## src/rtl/pipeline_hazard_ctrl.sv

```systemverilog
`default_nettype none
// ============================================================================
// Module      : pipeline_hazard_ctrl
// Description : Central stall/flush controller for the 5-stage MIPS pipeline.
//               Optional macro HAZ_PERF_EN adds stall/flush performance counters.
// Revision    : 1.0 - initial release
// ============================================================================
module pipeline_hazard_ctrl #(
    parameter int MD_CYCLES = 4,
    parameter int CNT_W     = 8
) (
    input  logic        clk,
    input  logic        reset,
    input  logic        id_load_use,
    input  logic        ex_branch_taken,
    input  logic        ex_md_start,
    input  logic        mem_wait,
    input  logic        exc_req,
    output logic [4:0]  stall,
    output logic [4:0]  flush,
    output logic        md_busy,
    output logic        md_done
`ifdef HAZ_PERF_EN
    ,
    output logic [31:0] perf_stall_cycles,
    output logic [31:0] perf_flush_events
`endif
);

    typedef enum logic [1:0] {
        ST_IDLE    = 2'd0,
        ST_MD_BUSY = 2'd1,
        ST_DONE    = 2'd2
    } state_t;

    localparam logic [4:0] c_STALL_NONE = 5'b00000;
    localparam logic [4:0] c_STALL_LU   = 5'b00011;
    localparam logic [4:0] c_STALL_EX   = 5'b00111;
    localparam logic [4:0] c_STALL_MEM  = 5'b01111;
    localparam logic [4:0] c_FLUSH_NONE = 5'b00000;
    localparam logic [4:0] c_FLUSH_BR   = 5'b00011;
    localparam logic [4:0] c_FLUSH_EXC  = 5'b11111;

    localparam logic [CNT_W-1:0] c_CNT_LOAD = CNT_W'(MD_CYCLES - 1);
    localparam logic [CNT_W-1:0] c_CNT_ONE  = CNT_W'(1);

    state_t           r_state;
    state_t           w_state_nxt;
    logic [CNT_W-1:0] r_cnt;
    logic [CNT_W-1:0] w_cnt_nxt;

    always_ff @(posedge clk or posedge reset) begin
        if (reset) begin
            r_state <= ST_IDLE;
            r_cnt   <= '0;
        end else begin
            r_state <= w_state_nxt;
            r_cnt   <= w_cnt_nxt;
        end
    end

    always_comb begin
        stall       = c_STALL_NONE;
        flush       = c_FLUSH_NONE;
        md_busy     = (r_state == ST_MD_BUSY);
        md_done     = (r_state == ST_DONE);
        w_state_nxt = r_state;
        w_cnt_nxt   = r_cnt;

        if (reset) begin
            md_busy = 1'b0;
            md_done = 1'b0;
        end else if (exc_req) begin
            // Exception aborts any mult/div in flight
            flush       = c_FLUSH_EXC;
            w_state_nxt = ST_IDLE;
            w_cnt_nxt   = '0;
        end else if (mem_wait) begin
            stall = c_STALL_MEM;
        end else if (r_state == ST_MD_BUSY) begin
            stall     = c_STALL_EX;
            w_cnt_nxt = r_cnt - c_CNT_ONE;
            if (r_cnt <= c_CNT_ONE) begin
                w_state_nxt = ST_DONE;
                w_cnt_nxt   = '0;
            end
        end else if ((r_state == ST_IDLE) && ex_md_start) begin
            // Start cycle counts as the first of MD_CYCLES stall cycles
            stall = c_STALL_EX;
            if (MD_CYCLES <= 1) begin
                w_state_nxt = ST_DONE;
                w_cnt_nxt   = '0;
            end else begin
                w_state_nxt = ST_MD_BUSY;
                w_cnt_nxt   = c_CNT_LOAD;
            end
        end else begin
            if (ex_branch_taken) begin
                flush = c_FLUSH_BR;
            end else if (id_load_use) begin
                stall = c_STALL_LU;
            end
            if (r_state == ST_DONE) begin
                w_state_nxt = ST_IDLE;
            end
        end
    end

`ifdef HAZ_PERF_EN
    logic r_unused_perf;
    assign r_unused_perf = 1'b0;

    always_ff @(posedge clk or posedge reset) begin
        if (reset) begin
            perf_stall_cycles <= '0;
            perf_flush_events <= '0;
        end else begin
            if ((|stall) && (perf_stall_cycles != 32'hFFFF_FFFF)) begin
                perf_stall_cycles <= perf_stall_cycles + 32'd1;
            end
            if ((|flush) && (perf_flush_events != 32'hFFFF_FFFF)) begin
                perf_flush_events <= perf_flush_events + 32'd1;
            end
        end
    end
`endif

endmodule
`default_nettype wire

```

## config.mk

```make
export PLATFORM = sky130hd
export DESIGN_NAME = pipeline_hazard_ctrl
export DESIGN_NICKNAME = d
export VERILOG_FILES = /design/src/rtl/pipeline_hazard_ctrl.sv
export SDC_FILE = /design/constraint.sdc
export NUM_CORES = 1
export LEC_CHECK = 0
export CORE_UTILIZATION = 50
export DETAILED_ROUTE_END_ITERATION = 6
export GPL_TIMING_DRIVEN = 0
export HOLD_SLACK_MARGIN = 0.1
export PLACE_DENSITY = 0.8
export SKIP_LAST_GASP = 1
export SLEW_MARGIN = 20
export SYNTH_ARGS = -nofsm -noshare
export SYNTH_HDL_FRONTEND = slang
export SYNTH_SLANG_ARGS = --single-unit
```

## constraint.sdc

```tcl
create_clock -name clk -period 3.94 [get_ports clk]
set_input_delay 0.788 -clock clk [delete_from_list [all_inputs] [get_ports clk]]
set_output_delay 0.788 -clock clk [all_outputs]
set_load 0.05 [all_outputs]
```

==> out/qor.csv <==
stage,metric,value,unit
critical_path,slowest_delay,0.69,ns
critical_path,r2r_slack,1.82,ns
critical_path,r2r_start,r_cnt[2],
timing,finalSetupViolations,0,
power_and_ir_drop,p_sw,227.4,uW
die,ios,19,
run_status,status,"complete, no violations",
timing,min_period_over_period,94.70,%
run,max_cap_violations,0,
timing,worst_pin_slew,0.5083,ns
critical_path,rr_worst_depth,4,
critical_path,crit_slowest_cell,clkdlybuf4s50_1,
die,coreArea,1318,um^2
timing,grt_setup_unrepaired,no,
clocking,worstSkewPairLatency,0.28,ns
synth,synth.avg_cell_area,8.608,um^2
critical_path,cpMostUsedCell,clkdlybuf4s50_1,
global_route,grt_overflow,0,
synth,syn_area,714.4,um^2
clocking,cts_buffers,3,
placed_design,portBuffers,17,
critical_path,cp.required,3.15,ns
global_route,grt_pass1_wl,2622,um
synth,yosysWarnings,0,
critical_path,r2r_end,r_cnt[4],
timing,relSlewSlack,66.01,%
route,wl_per_cell,13.51,um
route,vias,701,
synth,synth_nets,92,
timing,clock_skew,0.01435,ns
placed_design,gp_congestion,0.7721,
synth,synth_area_leader_cell,dfrtp_1,
route,drc_errors,0,
placed_design,placed_area,903.4,um^2
power_and_ir_drop,peakVddDrop,342.1,uV
power_and_ir_drop,sw_frac_of_total,41.45,%
die,dieHeight,39.80,um
global_route,grt_max_degree,14,
die,num_rows,13,
die,die-area,1584,um^2
final_layout,nNetsFinal,114,
synth,synth_cell_types,28,
critical_path,path_cells,clkdlybuf4s50_1 -> clkinvlp_4 -> nand2_1 -> a21oi_1 -> buf_4 -> clkdlybuf4s50_1,
hold_path,worstHoldStart,r_cnt[1],
final_layout,num_antenna_cells,0,
placed_design,dp_hpwl,1223,um
route,avgViaCountPerCell,5.891,
final_layout,drive_gt1_share,21.15,%
timing,hold_violations,0,
die,die_width,39.80,um
power_and_ir_drop,power.leakage,0.3794,nW
route,wl,1608,um
final_layout,areaGrowthSynthToFinish,32.05,%
route,dr.pass1.iters,4,
die,start_util,54.23,%
clocking,cts.root.buffer_cell,clkbuf_4,
critical_path,cp-end-kind,output pin,
power_and_ir_drop,p_per_area,581.4,nW/um^2
power_and_ir_drop,p_int,321.1,uW
synth,synth_cells,83,
final_layout,fillers,110,
synth,yosysSeqAreaShare,35.03,%
global_route,first_global_vias,646,
final_layout,stdcell_area,943.4,um^2
timing,max_freq,268.0,MHz
power_and_ir_drop,power_frac_comb,48.9,%
clocking,cts_buffer_depth,2,
hold_path,hold_end,r_cnt[1],
global_route,antenna_found_initial,0,
synth,synth_seq_cells,10,
critical_path,worstSetupStartpointType,primary input,
synth,yosys-top-cells-area,"dfrtp_1, nor2_1, a21oi_1, buf_4, o21ai_0",
critical_path,worstPathArrival,2.94,ns
clocking,cts.clk_slew.worst_paths,0.06,ns
critical_path,critPathKind,in -> out,
power_and_ir_drop,p_clk_share,17.5,%
timing,period_minus_slack,3.731,ns
clocking,htreeDepth,1,
clocking,cts_tree,yes,
power_and_ir_drop,p_seq_share,33.6,%
route,initialDrtViolationCount,20,
clocking,cts_sinks,10,
synth,yosysTopAreaCellShare,35.03,%
route,ant_nets,0,
global_route,grt.total_usage,25.21,%
timing,final-max-slew-violation-count,0,
critical_path,cp_max_fo,13,
hold_path,hold_class,reg -> reg,
hold_path,min_delay_path_depth,2,
timing,fin_setup_tns,0,ns
-- timing repair --
item / 4_1_cts / 5_1_grt
hold buffers: 0 / 0
setup endpoints to repair: 0 / 2
gates resized for setup: 0 / 1
buffers inserted: 0 / 0
-- logic make-up (layout without fill, tap and decap cells) --
logic type,count (synthesis),after routing,synth area share [%]
DFF,10,10,35.03
AOI/OAI and AO/OA,25,25,24.70
adders and majority gates,2,2,3.502
and+or+nand+nor,33,33,27.32
other,1,1,0.5249
buffers and inverters,12,33,8.933
-- worst max-delay path, delay by kind of cell --
family / cells / cell delay, ns
buffers and inverters: 4 / 1.86
AO/OA/AOI/OAI: 1 / 0.08
AND/OR/NAND/NOR: 1 / 0.23
-- layout by cell type, fill, tap and decap left out --
master	count
o211ai_1	1
o31ai_1	1
or3_2	3
o21ai_0	6
or4b_2	2
or3_1	2
o311ai_0	3
nor4_1	1
or4_1	1
a211oi_4	1
clkbuf_8	1
o21ba_2	1
clkbuf_4	3
nor2_1	11
clkbuf_1	2
nor3b_1	1
clkdlybuf4s50_1	17
or4_4	2
a21oi_1	8
inv_1	4
or4_2	1
a21oi_2	1
dfrtp_1	10
or2_2	1
o41ai_1	3
buf_4	5
nand2b_1	3
conb_1	1
clkinvlp_4	1
nand4_1	1
nand2_1	4
ha_1	2
-- synthesized netlist by cell type, drive strengths merged --
cell type  count
o31ai          1
or4            4
a21oi          9
ha             2
or3            5
o41ai          3
a211oi         1
buf            5
inv            5
o21ai          6
nand4          1
or2            1
o21ba          1
dfrtp         10
conb           1
nand2          4
or4b           2
clkbuf         2
nand2b         3
nor2          11
o311ai         3
nor4           1
o211ai         1
nor3b          1
-- flip-flops by register name, summed over array words and instances (netlist names) --
name / flops
r_state: 2
r_cnt: 8
-- power by group through the flow --
| stage | Combinational, mW | Sequential (mW) | Clock, mW |
|---|---|---|---|
| after floorplan | 0.212 | 0.174 | 0 |
| after global placement | 0.259 | 0.183 | 0 |
| after detailed placement | 0.264 | 0.186 | 0 |
| after CTS | 0.266 | 0.184 | 0.0965 |
| after global routing | 0.295 | 0.191 | 0.103 |
| final | 0.268 | 0.184 | 0.0959 |
-- metal layers --
layer | up-vias | share of wire [%] | global-route usage, % | wire (um)
met4 | 0 | 1.3 | 11.21 | 21
li1 | 344 | - | - | -
met1 | 338 | 45 | 31.58 | 729
met3 | 4 | 4.0 | 6.818 | 64
met5 | - | 0 | 0 | 0
met2 | 15 | 49 | 39.75 | 792
-- stage by stage --
stage               hold WS [ns]  cells  power, mW  setup slack (ns)  utilization [%]
floorplan                 0.5054     83     0.3855            0.7682                -
global placement          0.5414    115     0.4416           0.06798            68.57
detailed placement        0.5408    115     0.4497           0.06030            68.57
CTS                       0.5549    119     0.5462           0.06142            71.32
global route              0.5940    119     0.5888           0.04523            71.60
finish                    0.5496    119     0.5485            0.2090            71.60
-- worst max path at each step --
| stage | from | end | slack (ns) | depth (start not counted) |
|---|---|---|---|---|
| 2_1_floorplan | reset | stall[1] | 0.77 | 4 |
| 3_3_place_gp | reset | stall[1] | 0.07 | 6 |
| 3_5_place_dp | reset | stall[1] | 0.06 | 6 |
| 4_1_cts | reset | stall[1] | 0.06 | 6 |
| 5_1_grt | reset | stall[1] | 0.05 | 6 |
| 6_report | reset | stall[1] | 0.21 | 6 |
-- cell type report --
class                      instances  area, um^2  share of cell area, %
multi-input combinational         61       400.4                  42.44
sequential                        10       250.2                  26.53
timing repair buffer              17       170.2                  18.04
buffer                             7       45.04                  4.775
clock buffer                       4       36.28                  3.846
inverter                           5       22.52                  2.387
tap                               15       18.77                  1.989
(Power assumes the default switching activity.)
